<file path="src/rtl/cu_seq_pkg.sv">
`default_nettype none
// ============================================================================
// Module   : cu_seq_pkg
// Purpose  : Shared types and constants for the cu_seq sequencing control
//            unit: 3-bit state encoding, default halt word and the
//            stage-strobe bundle.
// Revision : 1.0 - initial release
// ============================================================================
package cu_seq_pkg;

  // State encoding. Code 7 is deliberately left unused; the FSM treats it
  // as a corrupted register and drops into ST_ERROR.
  typedef enum logic [2:0] {
    ST_FETCH     = 3'd0,
    ST_DECODE    = 3'd1,
    ST_EXECUTE   = 3'd2,
    ST_MEMORY    = 3'd3,
    ST_WRITEBACK = 3'd4,
    ST_HALTED    = 3'd5,
    ST_ERROR     = 3'd6
  } state_e;

  // Default halt word (all zeros), sized for the widest expected bus.
  localparam logic [31:0] DEF_HALT_WORD = 32'h0000_0000;

  // One-cycle stage enables driven towards the datapath.
  typedef struct packed {
    logic ir_load;
    logic dec_en;
    logic exe_en;
    logic mem_req;
    logic wb_en;
  } strobes_t;

endpackage : cu_seq_pkg
`default_nettype wire

</file>
<file path="src/rtl/cu_seq_perf.sv">
`default_nettype none
// ============================================================================
// Module   : cu_seq_perf
// Purpose  : Saturating cycle and retire counters for cu_seq.
// Ports    : clk, rst          - clock, async active-high reset
//            running           - count this cycle towards cycle_count
//            retire_pulse      - one instruction completes on this edge
//            cycle_count       - cycles spent running (saturating)
//            retired_count     - instructions completed (saturating)
// Revision : 1.0 - initial release
// ============================================================================
module cu_seq_perf #(
  parameter int CNT_W = 32
) (
  input  logic             clk,
  input  logic             rst,
  input  logic             running,
  input  logic             retire_pulse,
  output logic [CNT_W-1:0] cycle_count,
  output logic [CNT_W-1:0] retired_count
);

  logic [CNT_W-1:0] cycle_q;
  logic [CNT_W-1:0] retired_q;

  // Both counters stick at all-ones instead of wrapping so that a long run
  // never reports a misleadingly small value.
  always_ff @(posedge clk or posedge rst) begin
    if (rst) begin
      cycle_q   <= '0;
      retired_q <= '0;
    end else begin
      if (running && (cycle_q != {CNT_W{1'b1}})) begin
        cycle_q <= cycle_q + {{(CNT_W-1){1'b0}}, 1'b1};
      end
      if (retire_pulse && (retired_q != {CNT_W{1'b1}})) begin
        retired_q <= retired_q + {{(CNT_W-1){1'b0}}, 1'b1};
      end
    end
  end

  assign cycle_count   = cycle_q;
  assign retired_count = retired_q;

endmodule : cu_seq_perf
`default_nettype wire

</file>
<file path="src/rtl/cu_seq.sv">
`default_nettype none
// ============================================================================
// Module   : cu_seq
// Purpose  : Multi-cycle fetch/decode/execute/memory/writeback sequencer with
//            fetch and memory handshakes, memory timeout, global stall,
//            halt/resume, sticky error and performance counters.
// Ports    : clk, rst                 - clock, async active-high reset
//            instr_valid, instruction - fetch handshake / fetched word
//            mem_ready                - memory access completes this cycle
//            stall                    - freeze FETCH..WRITEBACK
//            resume                   - leave HALTED
//            program_running, error   - status (registered)
//            current_state            - state register
//            ir_load..wb_en           - stage strobes (combinational)
//            cycle_count, retired_count - performance counters
// Revision : 1.0 - initial release
// ============================================================================
module cu_seq
  import cu_seq_pkg::*;
#(
  parameter int                 INSTR_W     = 32,
  parameter logic [INSTR_W-1:0] HALT_WORD   = INSTR_W'(DEF_HALT_WORD),
  parameter int                 CNT_W       = 32,
  parameter int                 MEM_TIMEOUT = 16
) (
  input  logic               clk,
  input  logic               rst,
  input  logic               instr_valid,
  input  logic [INSTR_W-1:0] instruction,
  input  logic               mem_ready,
  input  logic               stall,
  input  logic               resume,
  output logic               program_running,
  output logic [2:0]         current_state,
  output logic               ir_load,
  output logic               dec_en,
  output logic               exe_en,
  output logic               mem_req,
  output logic               wb_en,
  output logic               error,
  output logic [CNT_W-1:0]   cycle_count,
  output logic [CNT_W-1:0]   retired_count
);

  localparam int WAIT_W = (MEM_TIMEOUT == 0) ? 1 : $clog2(MEM_TIMEOUT + 1);

  state_e            state_q, state_d;
  logic [WAIT_W-1:0] wait_q, wait_d;
  logic              running_q, running_d;
  logic              error_q, error_d;
  strobes_t          w_strobes;
  logic              w_timeout_hit;
  logic              w_retire;

  // The current non-ready MEMORY cycle is the MEM_TIMEOUT-th one when the
  // counter already holds MEM_TIMEOUT-1 earlier waits.
  generate
    if (MEM_TIMEOUT != 0) begin : g_timeout
      assign w_timeout_hit = (wait_q == WAIT_W'(MEM_TIMEOUT - 1));
    end else begin : g_no_timeout
      assign w_timeout_hit = 1'b0;
    end
  endgenerate

  always_ff @(posedge clk or posedge rst) begin
    if (rst) begin
      state_q   <= ST_FETCH;
      wait_q    <= '0;
      running_q <= 1'b1;
      error_q   <= 1'b0;
    end else begin
      state_q   <= state_d;
      wait_q    <= wait_d;
      running_q <= running_d;
      error_q   <= error_d;
    end
  end

  // Next state and strobes. A stalled cycle leaves the defaults in place,
  // which freezes state and wait counter and keeps every strobe low.
  always_comb begin
    state_d   = state_q;
    wait_d    = wait_q;
    w_strobes = '0;
    case (state_q)
      ST_FETCH: begin
        if (!stall && instr_valid) begin
          if (instruction == HALT_WORD) begin
            state_d = ST_HALTED;
          end else begin
            state_d           = ST_DECODE;
            w_strobes.ir_load = 1'b1;
          end
        end
      end
      ST_DECODE: begin
        if (!stall) begin
          w_strobes.dec_en = 1'b1;
          state_d          = ST_EXECUTE;
        end
      end
      ST_EXECUTE: begin
        if (!stall) begin
          w_strobes.exe_en = 1'b1;
          state_d          = ST_MEMORY;
          wait_d           = '0;
        end
      end
      ST_MEMORY: begin
        if (!stall) begin
          w_strobes.mem_req = 1'b1;
          // A completion on the limit cycle still wins over the timeout.
          if (mem_ready) begin
            state_d = ST_WRITEBACK;
          end else if (w_timeout_hit) begin
            state_d = ST_ERROR;
          end else begin
            wait_d = wait_q + WAIT_W'(1);
          end
        end
      end
      ST_WRITEBACK: begin
        if (!stall) begin
          w_strobes.wb_en = 1'b1;
          state_d         = ST_FETCH;
        end
      end
      ST_HALTED: begin
        if (resume) begin
          state_d = ST_FETCH;
        end
      end
      ST_ERROR: begin
        state_d = ST_ERROR;
      end
      default: begin
        state_d = ST_ERROR;
      end
    endcase
  end

  // Status flags follow the state being entered so they change on the same
  // edge as current_state.
  always_comb begin
    running_d = !((state_d == ST_HALTED) || (state_d == ST_ERROR));
    error_d   = error_q || (state_d == ST_ERROR);
  end

  assign w_retire = (state_q == ST_WRITEBACK) && !stall;

  cu_seq_perf #(
    .CNT_W (CNT_W)
  ) u_perf (
    .clk           (clk),
    .rst           (rst),
    .running       (running_q),
    .retire_pulse  (w_retire),
    .cycle_count   (cycle_count),
    .retired_count (retired_count)
  );

  assign current_state   = state_q;
  assign program_running = running_q;
  assign error           = error_q;
  assign ir_load         = w_strobes.ir_load;
  assign dec_en          = w_strobes.dec_en;
  assign exe_en          = w_strobes.exe_en;
  assign mem_req         = w_strobes.mem_req;
  assign wb_en           = w_strobes.wb_en;

endmodule : cu_seq
`default_nettype wire
</file>
<file path="config.mk">
export PLATFORM = sky130hd
export DESIGN_NAME = cu_seq
export DESIGN_NICKNAME = d
export VERILOG_FILES = /design/src/rtl/cu_seq_pkg.sv /design/src/rtl/cu_seq_perf.sv /design/src/rtl/cu_seq.sv
export SDC_FILE = /design/constraint.sdc
export NUM_CORES = 1
export LEC_CHECK = 0
export BUFFER_PORTS_ARGS = -buffer_cell sky130_fd_sc_hd__buf_4
export CELL_PAD_IN_SITES_DETAIL_PLACEMENT = 1
export CELL_PAD_IN_SITES_GLOBAL_PLACEMENT = 1
export CORE_ASPECT_RATIO = 0.5
export CORE_MARGIN = 2
export CORE_UTILIZATION = 36
export CTS_BUF_LIST = sky130_fd_sc_hd__clkbuf_8 sky130_fd_sc_hd__clkbuf_16
export DETAILED_ROUTE_END_ITERATION = 12
export GPL_TIMING_DRIVEN = 0
export PLACE_DENSITY_LB_ADDON = 0.12
export SYNTH_ARGS = -nofsm -noshare
export SYNTH_HDL_FRONTEND = slang
export SYNTH_SLANG_ARGS = --single-unit
</file>
<file path="constraint.sdc">
create_clock -name clk -period 3.6 [get_ports clk]
set_clock_uncertainty 0.1 [all_clocks]
set_input_delay 1.08 -clock clk [delete_from_list [all_inputs] [get_ports clk]]
set_output_delay 1.08 -clock clk [all_outputs]
set_load 0.05 [all_outputs]
</file>
==> summary.txt <==
Clock tree
  • Post-CTS resize count: 0
  • Clk_lat worst skew: 330 ps
  • TritonCTS Buffers: 9
  • Post-CTS Setup Bufs: 0
  • Hold_buf cts: 0
  • Root buf cell: clkbuf_16
  • Clk sinks: 74
  • Clock transition at path regs: 60 ps
  • Clk buf depth: 2
  • CTS H-tree depth: 3
  • CTS tree: done

Drt
  • DRT antenna net count: 0
  • First drt pass iteration count: 4
  • Vias per inst: 5.10
  • Total Wirelength: 9680 um
  • WL per Instance: 15.5 um
  • DR vias: 3190
  • Starting DRC count in detailed routing: 118
  • DRC violations left: 0

Logic synthesis
  • Cell count after synthesis: 359
  • Mapped cell area: 3680 um2
  • Sequential-to-total area share from yosys stat: 0.504
  • Yosys Warn Count: 0
  • Register bit total from synthesis: 74
  • Cell variety after synth: 47
  • Net count after synthesis: 401
  • Post-Syn Area per Cell: 10.2 um2

Cells and area
  • Most common cell after layout, fill and taps aside: buf_4
  • ANT cells: 0
  • Post-layout util: 0.497
  • Leading cell types in the layout, fill and taps excluded: buf_4, dfrtp_1, xnor2_1, nand2_1, xor2_1
  • Fin cells: 625
  • Final instance area: 5010 um2
  • Share of cells above drive strength 1: 0.293
  • Post-layout nets: 524
  • Area grow syn2layout: 36.2%

Global routing
  • First-pass GRT wire length: 15700 um
  • Initial antenna violation count: 0
  • Vias in the first global route: 3128
  • Largest net degree at the start of global routing: 46
  • Gr ovfl total: 0
  • GRT Total Usage: 0.182

Die
  • Initial Util: 0.365
  • Die Y: 75.5 um
  • Std-Cell Rows: 26
  • I/O pins: 112
  • Core area: 10100 um2
  • Die width: 147 um
  • Die ar.: 11100 um2

Timing
  • Least-Margin Pin Slew: 743 ps
  • WHS: 385 ps
  • Fmax: 306 MHz
  • Slew margin rel.: 0.498
  • Unrepaired setup endpoints after global routing: no
  • Setup_tns: 0 ps
  • Final setup fails: 0
  • Period utilization: 0.907
  • Final hold violation count: 0
  • Final worst slack: 336 ps
  • Max Slew Vio Count: 0
  • Final min period: 3260 ps

Setup path
  • CP Data Arrival Time: 2080 ps
  • Type of origin of the critical path: primary input
  • Worst Setup End Kind: primary output
  • CP required: 2420 ps
  • Critical path peak fanout: 2
  • Critical path type: in -> out

Power and ir drop
  • Proportion of power drawn by combinational gates: 0.296
  • Switching Share: 0.363
  • Switching Power: 1.00 mW
  • Max VDD drop: 0.297 mV
  • Post-layout total power: 2.75 mW
  • Part of the power in registers: 0.381
  • Clock power frac: 0.323
  • Pwr/cell area: 550 nW/um2
  • Pint: 1.75 mW
  • Static Leak: 2.45 nW

Placement
  • Half-perimeter wire length after placement: 7100 um
  • Placer Congestion: 0.757
  • Placed Cells: 611
  • Pre-CTS setup slack: 317 ps
  • I/O Buffers: 111
  • Post-DP Area: 4720 um2

Run status
  • Status: complete, no violations

Min path
  • Min-delay worst type: reg -> reg

Run
  • Max Cap Violations: 0
flip-flops by register name, indices dropped and copies added, names as in the netlist:
| signal | flops |
|---|---|
| u_perf.cycle_count | 32 |
| u_perf.retired_count | 32 |
| wait_q | 5 |
| current_state | 3 |
| error | 1 |
| program_running | 1 |
final timing paths:
path                                          startpoint                  endpoint  slack, ps  cells past startpoint
worst max-delay path                     instruction[17]                   ir_load        340                      6
worst min-delay path                               error                     error        380                      2
worst min register to register                     error                     error        380                      2
worst max register to register  u_perf.retired_count[20]  u_perf.retired_count[17]       1140                      6
min in group asynchronous                            rst    u_perf.cycle_count[29]        660                      2
max in group asynchronous                            rst           program_running       2130                      3
worst max-delay path: stages:
cell     delay, ps
buf_4          110
nor4_1         300
nand4_1        150
nor2_1         190
nor2b_1         70
buf_4          190
cell type report:
| cell class | instances | area, um2 |
|---|---|---|
| fill | 1179 | 5070 |
| sequential | 74 | 1850 |
| multi-input combinational | 263 | 1730 |
| timing repair buffer | 112 | 861 |
| clock buffer | 11 | 253 |
| tap | 140 | 175 |
| inverter | 17 | 71.3 |
| clock inverter | 3 | 40.0 |
| buffer | 5 | 26.3 |
cell usage after synthesis (all sizes together):
cell	count	area (um2)
o41ai	1	8.76
clkbuf	4	15.0
xor2	31	272
mux2i	2	20.0
dfstp	1	26.3
or4	2	15.0
nor3b	1	7.51
and3	10	62.6
buf	1	11.3
or4b	2	23.8
o2111ai	1	8.76
a31oi	2	12.5
dfrtp	73	1830
o21bai	1	7.51
nor2b	1	6.26
clkinv	1	8.76
a222oi	1	10.0
o31ai	1	7.51
nor3	18	111
xnor2	31	272
ha	4	50.1
a2111o	2	22.5
nand4	26	178
or2	1	6.26
nor2	30	118
a211oi	1	7.51
and2	1	6.26
nand2	31	116
o21ai	7	35.0
inv	16	60.1
and4	5	43.8
nor4	14	93.8
a21oi	3	15.0
nand2b	1	6.26
nor4b	1	8.76
or3	1	6.26
nand3	25	125
o311ai	1	8.76
mux2	2	22.5
and3b	1	8.76
a21o	1	7.51
logic make-up (layout without fill, tap and decap cells):
kind of cell,count (synthesis),after routing,share of synthesized area
AO/OA/AOI/OAI,22,22,0.0412
flip-flops,74,74,0.504
XOR/XNOR,62,62,0.148
AND/OR/NAND/NOR,171,171,0.256
multiplexers,4,4,0.0116
buffers and inverters,22,148,0.0259
adder cells (fa/ha/maj),4,4,0.0136
layer usage:
metal / part of all wire / GRT usage / up-vias
met5: 0 / 0 / -
met4: 0.0090 / 0.0524 / 0
met3: 0.061 / 0.0629 / 6
met2: 0.47 / 0.305 / 83
met1: 0.46 / 0.230 / 1571
li1: - / - / 1530
power by group through the flow:
stage	sequential (mW)	clock, mW	combinational, mW
2_1_floorplan	1.30	0	0.294
3_3_place_gp	1.06	0	0.805
4_1_cts	1.05	0.913	0.823
3_5_place_dp	1.06	0	0.823
5_1_grt	1.07	0.952	0.877
6_report	1.05	0.891	0.815
No activity file was read; power rests on OpenSTA's default activity.
